**src/rtl/rename_table_if.sv**
```systemverilog
// Rename-table port bundle: allocation, writeback and free ports plus the visible table state.
// The master side drives requests; the slave side (the table) drives responses and state.
interface rename_if #(parameter int PR_ADDR_W = 5);
  logic                     alloc_valid;
  logic [3:0]               alloc_arch;
  logic                     alloc_ready;
  logic [PR_ADDR_W-1:0]     alloc_phys;
  logic [PR_ADDR_W-1:0]     alloc_old_phys;
  logic                     wb_valid;
  logic [PR_ADDR_W-1:0]     wb_phys;
  logic                     free_valid;
  logic [PR_ADDR_W-1:0]     free_phys;
  logic [9:0]               rat_done;
  logic [PR_ADDR_W*10-1:0]  rat_aliases;
  logic [5:0]               free_count;
  logic                     overflow_err;

  modport master (
    output alloc_valid, alloc_arch, wb_valid, wb_phys, free_valid, free_phys,
    input  alloc_ready, alloc_phys, alloc_old_phys, rat_done, rat_aliases,
           free_count, overflow_err
  );

  modport slave (
    input  alloc_valid, alloc_arch, wb_valid, wb_phys, free_valid, free_phys,
    output alloc_ready, alloc_phys, alloc_old_phys, rat_done, rat_aliases,
           free_count, overflow_err
  );
endinterface

```
**src/rtl/rename_table.sv**
```systemverilog
// Register alias table for arch regs 2..11 with a 32-entry circular free list of physical registers.
// Arch regs 0/1 are hard-wired to phys 0/1 and never stored here.
module rename_table (
  input  logic    clk,
  input  logic    rst,
  rename_if.slave rif
);
  localparam int PW = 5;

  logic [PW-1:0] free_list [32];
  logic [PW-1:0] head;
  logic [PW-1:0] tail;
  logic [5:0]    count;
  logic [PW-1:0] alias_q [10];
  logic [9:0]    done_q;
  logic          err_q;

  logic          arch_ok;
  logic [3:0]    slot;
  logic          fire;
  logic          free_ok;
  logic          push;

  always_comb begin
    arch_ok = (rif.alloc_arch >= 4'd2) && (rif.alloc_arch <= 4'd11);
    slot    = rif.alloc_arch - 4'd2;
    // alloc_ready comes from the registered count only, so a same-cycle free is never bypassed
    fire    = rif.alloc_valid && (count != 6'd0) && arch_ok;
    free_ok = rif.free_valid && (rif.free_phys >= 5'd2);
    push    = free_ok && (count != 6'd32);
  end

  always_comb begin
    rif.alloc_ready = (count != 6'd0);
    rif.alloc_phys  = free_list[head];
    if (rif.alloc_arch < 4'd2)
      rif.alloc_old_phys = {4'd0, rif.alloc_arch[0]};
    else if (arch_ok)
      rif.alloc_old_phys = alias_q[slot];
    else
      rif.alloc_old_phys = '0;
    rif.free_count   = count;
    rif.overflow_err = err_q;
    rif.rat_done     = done_q;
    rif.rat_aliases  = '0;
    for (int i = 0; i < 10; i++)
      rif.rat_aliases[i*PW +: PW] = alias_q[i];
  end

  always_ff @(posedge clk or posedge rst) begin
    if (rst) begin
      for (int i = 0; i < 32; i++)
        free_list[i] <= (i < 20) ? PW'(i + 12) : '0;
      for (int i = 0; i < 10; i++)
        alias_q[i] <= PW'(i + 2);
      done_q <= 10'h3FF;
      head   <= '0;
      tail   <= PW'(20);
      count  <= 6'd20;
      err_q  <= 1'b0;
    end else begin
      if (push) begin
        free_list[tail] <= rif.free_phys;
        tail            <= tail + 1'b1;
      end
      if (free_ok && (count == 6'd32))
        err_q <= 1'b1;
      if (fire)
        head <= head + 1'b1;
      case ({push, fire})
        2'b10:   count <= count + 6'd1;
        2'b01:   count <= count - 6'd1;
        default: count <= count;
      endcase
      if (rif.wb_valid && (rif.wb_phys >= 5'd2)) begin
        for (int i = 0; i < 10; i++)
          if (alias_q[i] == rif.wb_phys)
            done_q[i] <= 1'b1;
      end
      // Later assignment wins: a same-cycle writeback refers to the alias being replaced
      if (fire) begin
        alias_q[slot] <= free_list[head];
        done_q[slot]  <= 1'b0;
      end
    end
  end
endmodule

```
**src/flat_wrapper.sv**
```systemverilog
// flat-port wrapper written by rule: the top's interface ports become plain ports
module rename_table_flat 
  (clk, rst, rif_alloc_valid, rif_alloc_arch, rif_wb_valid, rif_wb_phys, rif_free_valid, rif_free_phys, rif_alloc_ready, rif_alloc_phys, rif_alloc_old_phys, rif_rat_done, rif_rat_aliases, rif_free_count, rif_overflow_err);
  rename_if rif_i ();
  input  logic clk;
  input  logic rst;
  input wire logic [$bits(rif_i.alloc_valid)-1:0] rif_alloc_valid;
  input wire logic [$bits(rif_i.alloc_arch)-1:0] rif_alloc_arch;
  input wire logic [$bits(rif_i.wb_valid)-1:0] rif_wb_valid;
  input wire logic [$bits(rif_i.wb_phys)-1:0] rif_wb_phys;
  input wire logic [$bits(rif_i.free_valid)-1:0] rif_free_valid;
  input wire logic [$bits(rif_i.free_phys)-1:0] rif_free_phys;
  output wire logic [$bits(rif_i.alloc_ready)-1:0] rif_alloc_ready;
  output wire logic [$bits(rif_i.alloc_phys)-1:0] rif_alloc_phys;
  output wire logic [$bits(rif_i.alloc_old_phys)-1:0] rif_alloc_old_phys;
  output wire logic [$bits(rif_i.rat_done)-1:0] rif_rat_done;
  output wire logic [$bits(rif_i.rat_aliases)-1:0] rif_rat_aliases;
  output wire logic [$bits(rif_i.free_count)-1:0] rif_free_count;
  output wire logic [$bits(rif_i.overflow_err)-1:0] rif_overflow_err;
  assign rif_i.alloc_valid = rif_alloc_valid;
  assign rif_i.alloc_arch = rif_alloc_arch;
  assign rif_i.wb_valid = rif_wb_valid;
  assign rif_i.wb_phys = rif_wb_phys;
  assign rif_i.free_valid = rif_free_valid;
  assign rif_i.free_phys = rif_free_phys;
  assign rif_alloc_ready = rif_i.alloc_ready;
  assign rif_alloc_phys = rif_i.alloc_phys;
  assign rif_alloc_old_phys = rif_i.alloc_old_phys;
  assign rif_rat_done = rif_i.rat_done;
  assign rif_rat_aliases = rif_i.rat_aliases;
  assign rif_free_count = rif_i.free_count;
  assign rif_overflow_err = rif_i.overflow_err;
  rename_table u_core (.clk(clk), .rst(rst), .rif(rif_i));
endmodule
```
**config.mk**
```make
export PLATFORM = sky130hd
export DESIGN_NAME = rename_table_flat
export DESIGN_NICKNAME = d
export VERILOG_FILES = /design/src/rtl/rename_table_if.sv /design/src/rtl/rename_table.sv /design/src/flat_wrapper.sv
export SDC_FILE = /design/constraint.sdc
export NUM_CORES = 1
export LEC_CHECK = 0
export CELL_PAD_IN_SITES_DETAIL_PLACEMENT = 1
export CELL_PAD_IN_SITES_GLOBAL_PLACEMENT = 1
export CORE_MARGIN = 3
export CORE_UTILIZATION = 50
export CTS_BUF_LIST = sky130_fd_sc_hd__clkbuf_8
export DETAILED_ROUTE_END_ITERATION = 10
export GPL_TIMING_DRIVEN = 0
export PLACE_DENSITY_LB_ADDON = 0.1
export SLEW_MARGIN = 0
export SYNTH_ARGS = -nofsm -noshare
export SYNTH_HDL_FRONTEND = slang
export SYNTH_SLANG_ARGS = --single-unit
```
**constraint.sdc**
```tcl
create_clock -name clk -period 10.1 [get_ports clk]
set_clock_uncertainty 0.1 [all_clocks]
set_input_delay 1.01 -clock clk [delete_from_list [all_inputs] [get_ports clk]]
set_output_delay 1.01 -clock clk [all_outputs]
set_load 0.05 [all_outputs]
```
==> metrics.md, run 1 <==
| Metric | Value |
|---|---|
| PortBufs | `95` |
| Vias/cell | `approximately 5.8` |
| Switching Fraction | `roughly two fifths` |
| Total Routing Usage GR | `25.42%` |
| WL per Instance | `23.69 um` |
| Worst relative slew slack | `7.746%` |
| Status | `completed` |
| Post-synth EDFFs | `0` |
| Reg2reg setup slack | `6.67 ns` |
| Worst EP required | `between 8 and 9 ns` |
| Final HPWL DP | `23000 um` |
| CP bufs+invs | `5` |
| Crit path capture type | `output port` |
| Syn Inst Count | `882` |
| Number of global-route vias before repair | `8574` |
| Gate power share | `a little under half` |
| # setup viols final | `0` |
| TritonCTS Buffers | `43` |
| Worst-path fanout max | `10` |
| Num rows | `56` |
| Clock latency on the worst-skew pair | `between 0.5 and 0.6 ns` |
| First-pass GRT wire length | `51070 um` |
| Drt initial violations | `463` |
| Crit-path max cell delay | `roughly 0.88 ns` |
| Crit path cell chain | `clkdlybuf4s50_1 -> buf_4 -> clkbuf_1 -> inv_1 -> ha_1 -> xor2_1 -> nand3_1 -> a21boi_0 -> nor3_1 -> o32ai_1 -> clkdlybuf4s50_1` |
| Full die area | `25960 um^2` |
| Remaining DRCs | `0` |
| P_sw | `0.002147 W` |
| Syn Area/Cell | `13.64 um^2` |
| Worst r2r path cells | `13` |
| Post-CTS Setup Repair Bufs | `0` |
| Syn-to-layout area delta | `19.09%` |
| Number of max-cap violations | `0` |
| Final WL | `32620 um` |
| Syn Nets | `911` |
| Cell Pwr Density | `363.0 nW/um^2` |
| CTS clk-pin slew, worst paths | `0.05 ns` |
| Clock Tree Root | `clkbuf_8` |
| Most frequent cells in the layout | `mux2_2 (212), dfrtp_1 (144), clkdlybuf4s50_1 (95), dfstp_2 (93), clkbuf_8 (58)` |
| Least-Margin Pin Slew | `1.369 ns` |
| Fill cells | `2322` |
| Period minus WS final | `6.138 ns` |
| Drt first pass iters | `4` |
| Core area | `23540 um^2` |
| Crit path kind | `primary input to output port` |
| Synthesized area | `12030 um^2` |
| CTS Hold Bufs | `0` |
| Post-synth ARST share | `100.0%` |
| Sequential area share after synthesis | `50.26%` |
| Final net count | `1053` |
| Layout cells sized above 1 | `between 40% and 50%` |
| CTS tree | `done` |
| Die Wd | `161.1 um` |
| Cell variety after synth | `64` |
| CP startpoint kind | `primary input` |
| Grt ovf | `0` |
| Non-filler instance count after layout | `1377` |
| Fin crit share | `approximately 61%` |
| Post-route ant nets | `0` |
| Post-CTS sizing | `0` |
| Crit path arrival time | `5.03 ns` |
| CTS HTree Levels | `2` |
| Crit-path slowest cell | `clkdlybuf4s50_1` |
| Synth Flop Type | `dfrtp_1` |
| Inserted Diodes | `0` |
| Most common cell after layout, fill and taps aside | `mux2_2` |
| Initial antenna violation count | `0` |
| Initial Util | `51.11%` |
| Die Ht | `between 150 and 200 um` |
| Sequential Power Share | `35.0%` |
| Leakage power | `roughly 6.3 nW` |
| Maximum clock path buffer count | `3` |
| Most frequent CP cell | `clkdlybuf4s50_1` |
| Largest net degree at the start of global routing | `130` |
| Synth Warn # | `0` |
| Hold path depth | `1` |
| RSZ-0062 raised after global routing | `no` |
| Clock sink total | `237` |
| Class of the tightest hold or removal check | `register to register` |
| Final hold vios | `0` |
| Clock network power share | `17.5%` |
| VDD IR max | `roughly 0.00023 V` |
| Tot Pwr | `0.005202 W` |
| Cell count after placement | `1298` |
| Max Slew Vio Count | `0` |
| Routability Congestion | `0.8205` |
| FF+latch count, synth | `237` |
| P_int | `0.003054 W` |
| WP depth | `11` |
| CP top delay family | `buffers and inverters` |
| Max Clk Rate | `162.9 MHz` |
| Top Ports | `97` |
| DR vias | `between 7k and 8k` |
==> worst paths after layout <==
check | startpoint | endpoint
setup / recovery | rif_alloc_arch[1] | rif_alloc_old_phys[0]
hold / removal | u_core.rif.overflow_err | u_core.rif.overflow_err
setup reg to reg | u_core.rif.free_count[1] | u_core.rif.free_count[4]
hold reg to reg | u_core.rif.overflow_err | u_core.rif.overflow_err
max in group asynchronous | rst | u_core.rif.rat_aliases[25]
min in group asynchronous | rst | u_core.rif.free_count[0]
==> routing by layer <==
metal | GRT usage [%] | up-vias | routed length (um)
li1 | - | 3524 | -
met1 | 34.29 | 4139 | 14170
met2 | 42.35 | 200 | 15850
met3 | 4.719 | 60 | 1758
met4 | 7.509 | 0 | 846
met5 | 0 | - | 0
==> area by class of cell <==
class / count / area, um^2 / area share, %
clock inverters: 21 / 86.33 / 0.6025
multi-input cells: 581 / 5612 / 39.16
flip-flops and latches: 237 / 6047 / 42.20
inverters: 9 / 41.29 / 0.2882
well taps: 319 / 399.1 / 2.786
repair buffers: 97 / 1006 / 7.021
plain buffers: 55 / 339.1 / 2.366
clock buffers: 58 / 798.3 / 5.571
==> flip-flops by register name, indices dropped and copies added (netlist names) <==
name / count
u_core.rif.free_count: 6
u_core.free_list: 160
u_core.head: 5
u_core.rif.rat_done: 10
u_core.tail: 5
u_core.rif.overflow_err: 1
u_core.rif.rat_aliases: 50
==> per-stage QoR <==
| step | utilization (%) | setup TNS (ns) | area (um^2) | hold WS [ns] | setup WS [ns] |
|---|---|---|---|---|---|
| after global placement | 56.84 | -75.71 | 13380 | 0.3795 | -0.5511 |
| after CTS | 60.86 | 0 | 14330 | 0.3844 | 4.075 |
| after global routing | 60.86 | 0 | 14330 | 0.4091 | 3.844 |
| final | 60.86 | 0 | 14330 | 0.3816 | 3.962 |
| after detailed placement | 57.11 | 0 | 13440 | 0.3635 | 4.071 |
| after floorplan | - | 0 | 12030 | 0.3704 | 2.641 |
==> worst register-to-register path: cells and delay by family, from the launching register on <==
| kind | cells | cell delay [ns] |
|---|---|---|
| AOI/OAI and AO/OA | 3 | 0.57 |
| and+or+nand+nor | 4 | 0.86 |
| buffers and inverters | 2 | 0.46 |
| DFF | 1 | 0.47 |
| xor gates and xnor gates | 2 | 0.35 |
| adders and majority gates | 2 | 0.55 |
==> cells in the mapped netlist, drive strengths merged (7+ instances only) <==
library cell	n	area [um^2]
dfstp	93	2444
dfrtp	144	3603
nand3b	7	52.55
mux2i	44	440.4
nand3	15	75.07
mux2	212	2387
nor2	24	90.09
a21oi	11	55.05
inv	8	30.03
xnor2	33	289.0
mux4	32	775.7
o22ai	10	62.56
xor2	33	289.0
a31oi	7	50.05
buf	34	246.5
clkbuf	20	82.57
ha	10	125.1
nor4	15	93.84
nand2	49	191.4
==> power groups by stage <==
| stage | Sequential [W] | Combinational [W] | Clock [W] |
|---|---|---|---|
| detailed placement | 0.00183 | 0.00247 | 0 |
| global route | 0.00187 | 0.00261 | 0.000982 |
| CTS | 0.00182 | 0.00248 | 0.000935 |
| floorplan | 0.00218 | 0.00130 | 0 |
| finish | 0.00182 | 0.00247 | 0.000912 |
| global placement | 0.00181 | 0.00241 | 0 |
==> cell families after synthesis <==
family | share of synthesized area, %
compound gates | 4.170
xor+xnor | 4.805
fa+ha+maj | 1.040
buf+inv | 3.099
flops | 50.26
mux | 29.95
simple gates | 6.676
(Power assumes the default switching activity.)
==> run 2: changes to the inputs <==
--- a/config.mk
+++ b/config.mk
@@ -8,7 +8,7 @@
 export CELL_PAD_IN_SITES_DETAIL_PLACEMENT = 1
 export CELL_PAD_IN_SITES_GLOBAL_PLACEMENT = 1
 export CORE_MARGIN = 3
-export CORE_UTILIZATION = 50
+export CORE_UTILIZATION = 45
 export CTS_BUF_LIST = sky130_fd_sc_hd__clkbuf_8
 export DETAILED_ROUTE_END_ITERATION = 10
 export GPL_TIMING_DRIVEN = 0
==> constraint.sdc (replaced) <==
create_clock -name clk -period 5.59 [get_ports clk]
set_clock_uncertainty 0.1 [all_clocks]
set_input_delay 0.559 -clock clk [delete_from_list [all_inputs] [get_ports clk]]
set_output_delay 0.559 -clock clk [all_outputs]
set_load 0.05 [all_outputs]
==> run 2 against run 1 <==
Against the previous run: wire length increased by 1.3%; critical path depth unchanged; final area increased by 0.96%; clock-buffer cell count is 2 higher; utilization decreased by 5.5 points; via count is essentially flat; flip-flop and latch count unchanged; critical endpoint unchanged.
==> metrics.md, run 2 (same netlist as run 1, synthesis figures left out) <==
| Metric | Value |
|---|---|
| Worst Setup SP | `rif_alloc_arch[1]` |
| Least-Margin Pin Slew | `1.182 ns (-0.1867 ns)` |
| Period minus WS final | `roughly 5.2 ns` |
| Full die area | `28740 um^2 (+11%)` |
| CTS HTree Levels | `2 (unchanged)` |
| Initial Util | `46.04% (-5.1 points)` |
| First-pass GRT wire length | `51530 um (+0.89%)` |
| PortBufs | `95 (unchanged)` |
| Clock latency on the worst-skew pair | `0.54 ns (about the same)` |
| Gate power share | `47.1% (-0.4 points)` |
| # setup viols final | `0 (unchanged)` |
| Place WS | `0.4641 ns (-3.606 ns)` |
| P_int | `0.005599 W (+83%)` |
| Drt initial violations | `328 (-29%)` |
| Remaining DRCs | `0 (unchanged)` |
| Clock network power share | `18.3% (+0.8 points)` |
| Max Slew Vio Count | `0 (unchanged)` |
| VDD IR max | `0.0002593 V (+15%)` |
| Worst-path fanout max | `10 (unchanged)` |
| Crit-path slowest cell | `clkdlybuf4s50_1` |
| Switching Fraction | `40.94% (-0.34 points)` |
| Num rows | `59 (+5.4%)` |
| Top Ports | `97 (unchanged)` |
| Clock Tree Root | `clkbuf_8` |
| Max Clk Rate | `191.4 MHz` |
| Grt ovf | `0 (unchanged)` |
| Crit path capture type | `output port` |
| Class of the tightest hold or removal check | `primary input to asynchronous set/reset pin` |
| TritonCTS Buffers | `44 (+2.3%)` |
| Most frequent cells in the layout | `mux2_2 (212), dfrtp_1 (144), clkdlybuf4s50_1 (95), dfstp_2 (93), clkbuf_8 (60)` |
| Vias/cell | `5.668 (-1.5%)` |
| Crit path cell chain | `clkdlybuf4s50_1 -> buf_4 -> clkbuf_1 -> inv_1 -> ha_1 -> xor2_1 -> nand3_1 -> a21boi_0 -> nor3_1 -> o32ai_1 -> clkdlybuf4s50_1` |
| Most common cell after layout, fill and taps aside | `mux2_2` |
| Post-route ant nets | `0 (unchanged)` |
| Syn-to-layout area delta | `20.24%` |
| Crit-path max cell delay | `0.88 ns (about the same)` |
| FF-to-FF Start | `u_core.rif.free_count[1]` |
| Die Ht | `169.5 um (+5.2%)` |
| Inserted Diodes | `0 (unchanged)` |
| CTS tree | `done` |
| Routability Congestion | `0.8482 (+3.4%)` |
| CTS clk-pin slew, worst paths | `0.06 ns (about the same)` |
| Status | `completed` |
| Number of global-route vias before repair | `8504 (-0.82%)` |
| Final net count | `1059 (+0.57%)` |
| Die Wd | `169.5 um (+5.2%)` |
| Fin crit share | `93.45%` |
| Post-CTS sizing | `0 (unchanged)` |
| CP startpoint kind | `primary input` |
| Core area | `26130 um^2 (+11%)` |
| Worst relative slew slack | `20.16% (+12 points)` |
| Cell Pwr Density | `655.3 nW/um^2 (+81%)` |
| Drt first pass iters | `4 (unchanged)` |
| Number of max-cap violations | `0 (unchanged)` |
| WL per Instance | `23.65 um (-0.19%)` |
| Post-CTS Setup Repair Bufs | `0 (unchanged)` |
| Initial antenna violation count | `0 (unchanged)` |
| DR vias | `7924 (+0.013%)` |
| Final HPWL DP | `23670 um (+2.9%)` |
| P_sw | `0.003881 W (+81%)` |
| Leakage power | `6.326 nW (+0.61%)` |
| Largest net degree at the start of global routing | `41 (-68%)` |
| Worst EP required | `4.93 ns (-4.06 ns)` |
| Total Routing Usage GR | `23.32% (-2.1 points)` |
| Setup ws final | `0.3661 ns (-3.596 ns)` |
| Crit path arrival time | `4.56 ns (-0.47 ns)` |
| Hold_ws | `0.3832 ns (+0.001606 ns)` |
| Final hold vios | `0 (unchanged)` |
| Sequential Power Share | `34.6% (-0.4 points)` |
| Max reg flops | `160 (unchanged)` |
| Layout cells sized above 1 | `41.30% (+0.56 points)` |
| Most frequent CP cell | `clkdlybuf4s50_1` |
| Maximum clock path buffer count | `3 (unchanged)` |
| Crit path kind | `primary input to output port` |
| Top reg by flops | `u_core.free_list` |
| Clock sink total | `237 (unchanged)` |
| Final WL | `33060 um (+1.3%)` |
| RSZ-0062 raised after global routing | `no` |
| CTS Hold Bufs | `0 (unchanged)` |
run 2: power by group through the flow:
stage                     logic, W  registers (W)  clock network [W]
after floorplan            0.00235        0.00393                  0
after detailed placement   0.00447        0.00330                  0
after global placement     0.00437        0.00327                  0
after CTS                  0.00449        0.00328            0.00179
final                      0.00446        0.00328            0.00173
after global routing       0.00474        0.00338            0.00187
run 2: cell type report:
cell class | instances | area, um^2
repair buffers | 102 | 1079
clock inverters | 19 | 107.6
clock buffers | 60 | 825.8
multi-input cells | 581 | 5612
plain buffers | 55 | 339.1
fillers | 2615 | 11670
inverters | 9 | 37.54
flip-flops and latches | 237 | 6047
well taps | 335 | 419.2
run 2: critical path: cells and delay by family:
kind / cells / cell delay (ns)
and+or+nand+nor: 2 / 0.22
buffers and inverters: 5 / 2.26
AOI/OAI and AO/OA: 2 / 0.69
adders and majority gates: 1 / 0.27
xor gates and xnor gates: 1 / 0.55
run 2: stage by stage:
stage / instances / power (W) / setup TNS [ns] / instance area (um^2) / utilization, %
2_1_floorplan: 882 / 0.006282 / 0 / 12040 / -
3_3_place_gp: 1312 / 0.007640 / -10.57 / 13410 / 51.30
3_5_place_dp: 1319 / 0.007773 / 0 / 13530 / 51.79
4_1_cts: 1398 / 0.009559 / 0 / 14470 / 55.36
5_1_grt: 1398 / 0.009995 / 0 / 14470 / 55.36
6_report: 1398 / 0.009480 / 0 / 14470 / 55.36
run 2: final timing paths:
check | endpoint | slack (ns) | depth (start not counted)
worst max-delay path | rif_alloc_old_phys[0] | 0.37 | 11
worst min-delay path | u_core.rif.free_count[3] | 0.38 | 2
worst max register to register | u_core.rif.free_count[4] | 2.08 | 13
worst min register to register | u_core.free_list[133] | 0.40 | 1
max in group asynchronous | u_core.free_list[152] | 3.82 | 5
min in group clk | u_core.free_list[133] | 0.40 | 1
run 2: metal layers:
| metal | vias up | track usage (%) | routed length, um |
|---|---|---|---|
| li1 | 3560 | - | - |
| met1 | 4129 | 32.11 | 14710 |
| met2 | 186 | 38.74 | 16030 |
| met3 | 49 | 3.774 | 1585 |
| met4 | 0 | 6.259 | 736 |
| met5 | - | 0 | 0 |
==> run 3: changes to the inputs <==
--- a/config.mk
+++ b/config.mk
@@ -7,6 +7,7 @@
 export LEC_CHECK = 0
 export CELL_PAD_IN_SITES_DETAIL_PLACEMENT = 1
 export CELL_PAD_IN_SITES_GLOBAL_PLACEMENT = 1
+export CORE_ASPECT_RATIO = 0.8
 export CORE_MARGIN = 3
 export CORE_UTILIZATION = 45
 export CTS_BUF_LIST = sky130_fd_sc_hd__clkbuf_8
==> run 3 against run 2 <==
Against the previous run: die area about the same; non-clock buffer count is 1 lower; register-to-register slack got worse by 0.04 ns; flip-flop and latch count unchanged; combinational power grew 1%; final cell count grew 1.1%; utilization grew 0.25 points; fmax rose by 4.5%; first-iteration DRC count up 20%; critical path depth unchanged; critical endpoint unchanged.
==> metrics.md, run 3 (same netlist as run 1, synthesis figures left out) <==
| Metric | Value |
|---|---|
| Max reg flops | `160 (unchanged)` |
| Post-CTS Setup Repair Bufs | `0 (unchanged)` |
| Vias/cell | `5.629 (-0.69%)` |
| Final HPWL DP | `23650 um (-0.12%)` |
| RSZ-0062 raised after global routing | `no` |
| Period minus WS final | `5.001 ns (-0.2230 ns)` |
| Largest net degree at the start of global routing | `43 (+4.9%)` |
| DR vias | `7954 (+0.38%)` |
| Full die area | `28750 um^2 (about the same)` |
| WP depth | `11 (unchanged)` |
| Cell Pwr Density | `646.5 nW/um^2 (-1.4%)` |
| Routability Congestion | `0.8645 (+1.9%)` |
| Top Ports | `97 (unchanged)` |
| CP top delay family | `buffers and inverters` |
| Worst EP required | `4.93 ns (about the same)` |
| CP bufs+invs | `5 (unchanged)` |
| # setup viols final | `0 (unchanged)` |
| Max Slew Vio Count | `0 (unchanged)` |
| Max Clk Rate | `200.0 MHz (+4.5%)` |
| Final net count | `1056 (-0.28%)` |
| Setup ws final | `0.5891 ns (+0.2230 ns)` |
| CTS tree | `done` |
| Layout cells sized above 1 | `39.68% (-1.6 points)` |
| TritonCTS Buffers | `42 (-4.5%)` |
| Worst r2r path cells | `13 (unchanged)` |
| Crit path arrival time | `4.34 ns (-0.22 ns)` |
| CP startpoint kind | `primary input` |
| Placed inst area | `13560 um^2 (+0.18%)` |
| First-pass GRT wire length | `53220 um (+3.3%)` |
| Number of max-cap violations | `0 (unchanged)` |
| Post-route ant nets | `0 (unchanged)` |
| Die Wd | `188.8 um (+11%)` |
| Num rows | `52 (-12%)` |
| M1 GR Usage | `36.43% (+4.3 points)` |
| CTS Hold Bufs | `0 (unchanged)` |
| Hold_ws | `0.2483 ns (-0.1348 ns)` |
| Maximum clock path buffer count | `3 (unchanged)` |
| Tot Pwr | `0.009261 W (-2.3%)` |
| Total Routing Usage GR | `23.97% (+0.65 points)` |
| Status | `completed` |
| Die Ht | `152.3 um (-10%)` |
| Initial Util | `46.70% (+0.66 points)` |
| WL per Instance | `23.94 um (+1.3%)` |
| Crit-path max cell delay | `0.86 ns (-0.02 ns)` |
| Clock Tree Root | `clkbuf_8` |
| Post-CTS sizing | `0 (unchanged)` |
| CTS clk-pin slew, worst paths | `0.06 ns (about the same)` |
| M3 GR Usage | `4.163% (+0.39 points)` |
| Final hold vios | `0 (unchanged)` |
| Class of the tightest hold or removal check | `primary input to asynchronous set/reset pin` |
| VDD IR max | `0.0004361 V (+68%)` |
| Worst-path fanout max | `10 (unchanged)` |
| Fin area | `14330 um^2 (-0.97%)` |
| Most common cell after layout, fill and taps aside | `mux2_2` |
| Leakage power | `6.286 nW (-0.64%)` |
| Fin crit share | `89.46% (-4.0 points)` |
| Initial antenna violation count | `0 (unchanged)` |
| Worst relative slew slack | `17.88% (-2.3 points)` |
| Grt ovf | `0 (unchanged)` |
| Number of global-route vias before repair | `8547 (+0.51%)` |
| GRT met2 Usage | `36.15% (-2.6 points)` |
| Top reg by flops | `u_core.free_list` |
| Crit-path slowest cell | `clkdlybuf4s50_1` |
| Syn-to-layout area delta | `19.07%` |
| Least-Margin Pin Slew | `1.216 ns (+0.03370 ns)` |
| Most frequent CP cell | `clkdlybuf4s50_1` |
| Most frequent cells in the layout | `mux2_2 (212), dfrtp_1 (144), clkdlybuf4s50_1 (95), dfstp_2 (93), nand2_1 (48)` |
| Core area | `25760 um^2 (-1.4%)` |
| PortBufs | `95 (unchanged)` |
| Drt first pass iters | `5 (+1)` |
| Crit path kind | `primary input to output port` |
| CTS HTree Levels | `2 (unchanged)` |
| Place WS | `0.6494 ns (+0.1853 ns)` |
| Clock latency on the worst-skew pair | `0.57 ns (+0.03 ns)` |
| Remaining DRCs | `0 (unchanged)` |
| Clock sink total | `237 (unchanged)` |
| Drt initial violations | `394 (+20%)` |
| Final WL | `33830 um (+2.3%)` |
| GR peak layer | `met1` |
| Crit path cell chain | `clkdlybuf4s50_1 -> buf_4 -> clkbuf_1 -> inv_1 -> ha_1 -> xor2_1 -> nand3_1 -> a21boi_0 -> nor3_1 -> o32ai_1 -> clkdlybuf4s50_1` |
| Crit path capture type | `output port` |
-- run 3: worst reg2reg max path: stages, from the launching register on --
cell,delay (ns)
dfstp_2,0.61
nor3_2,0.10
nand3b_1,0.29
nand2_4,0.15
inv_1,0.34
ha_1,0.31
buf_1,0.38
xor2_1,0.21
ha_1,0.24
a21o_1,0.14
a22oi_1,0.08
o221a_2,0.28
nor2_1,0.11
xor2_1,0.16
-- run 3: final timing paths --
check | from | endpoint | slack (ns)
max | rif_alloc_arch[1] | rif_alloc_old_phys[0] | 0.59
min | rst | u_core.rif.free_count[5] | 0.25
max reg2reg | u_core.rif.free_count[2] | u_core.rif.free_count[4] | 2.04
min reg2reg | u_core.rif.overflow_err | u_core.rif.overflow_err | 0.38
max in group asynchronous | rst | u_core.free_list[143] | 3.98
min in group clk | u_core.rif.overflow_err | u_core.rif.overflow_err | 0.38
-- run 3: layout make-up --
class | count | area, um^2
Antenna cell | 1 | 2.502
Buffer | 55 | 339.1
Clock buffer | 46 | 633.1
Clock inverter | 32 | 133.9
Fill cell | 2625 | 11440
Inverter | 9 | 37.54
Multi-Input combinational cell | 581 | 5623
Sequential cell | 237 | 6047
Tap cell | 351 | 439.2
Timing Repair Buffer | 101 | 1071
-- run 3: power by group --
part | internal (W) | switching [W] | total [W]
combinational | 0.00191 | 0.00260 | 0.00451
sequential | 0.00270 | 0.000570 | 0.00327
clock | 0.000757 | 0.000731 | 0.00149
total | 0.00536 | 0.00390 | 0.00926
-- run 3: per-stage QoR --
step | std cells | setup TNS, ns | utilization (%)
after global routing | 1412 | 0 | 55.59
final | 1413 | 0 | 55.60
after CTS | 1412 | 0 | 55.59
after detailed placement | 1334 | 0 | 52.62
after global placement | 1328 | -10.17 | 52.11
after floorplan | 882 | 0 | -
-- run 3: metal layers --
layer  share of wire (%)  wire [um]
met2                  45      15120
met1                  49      16600
met3                 4.7       1574
met5                   0          0
met4                 1.6        532
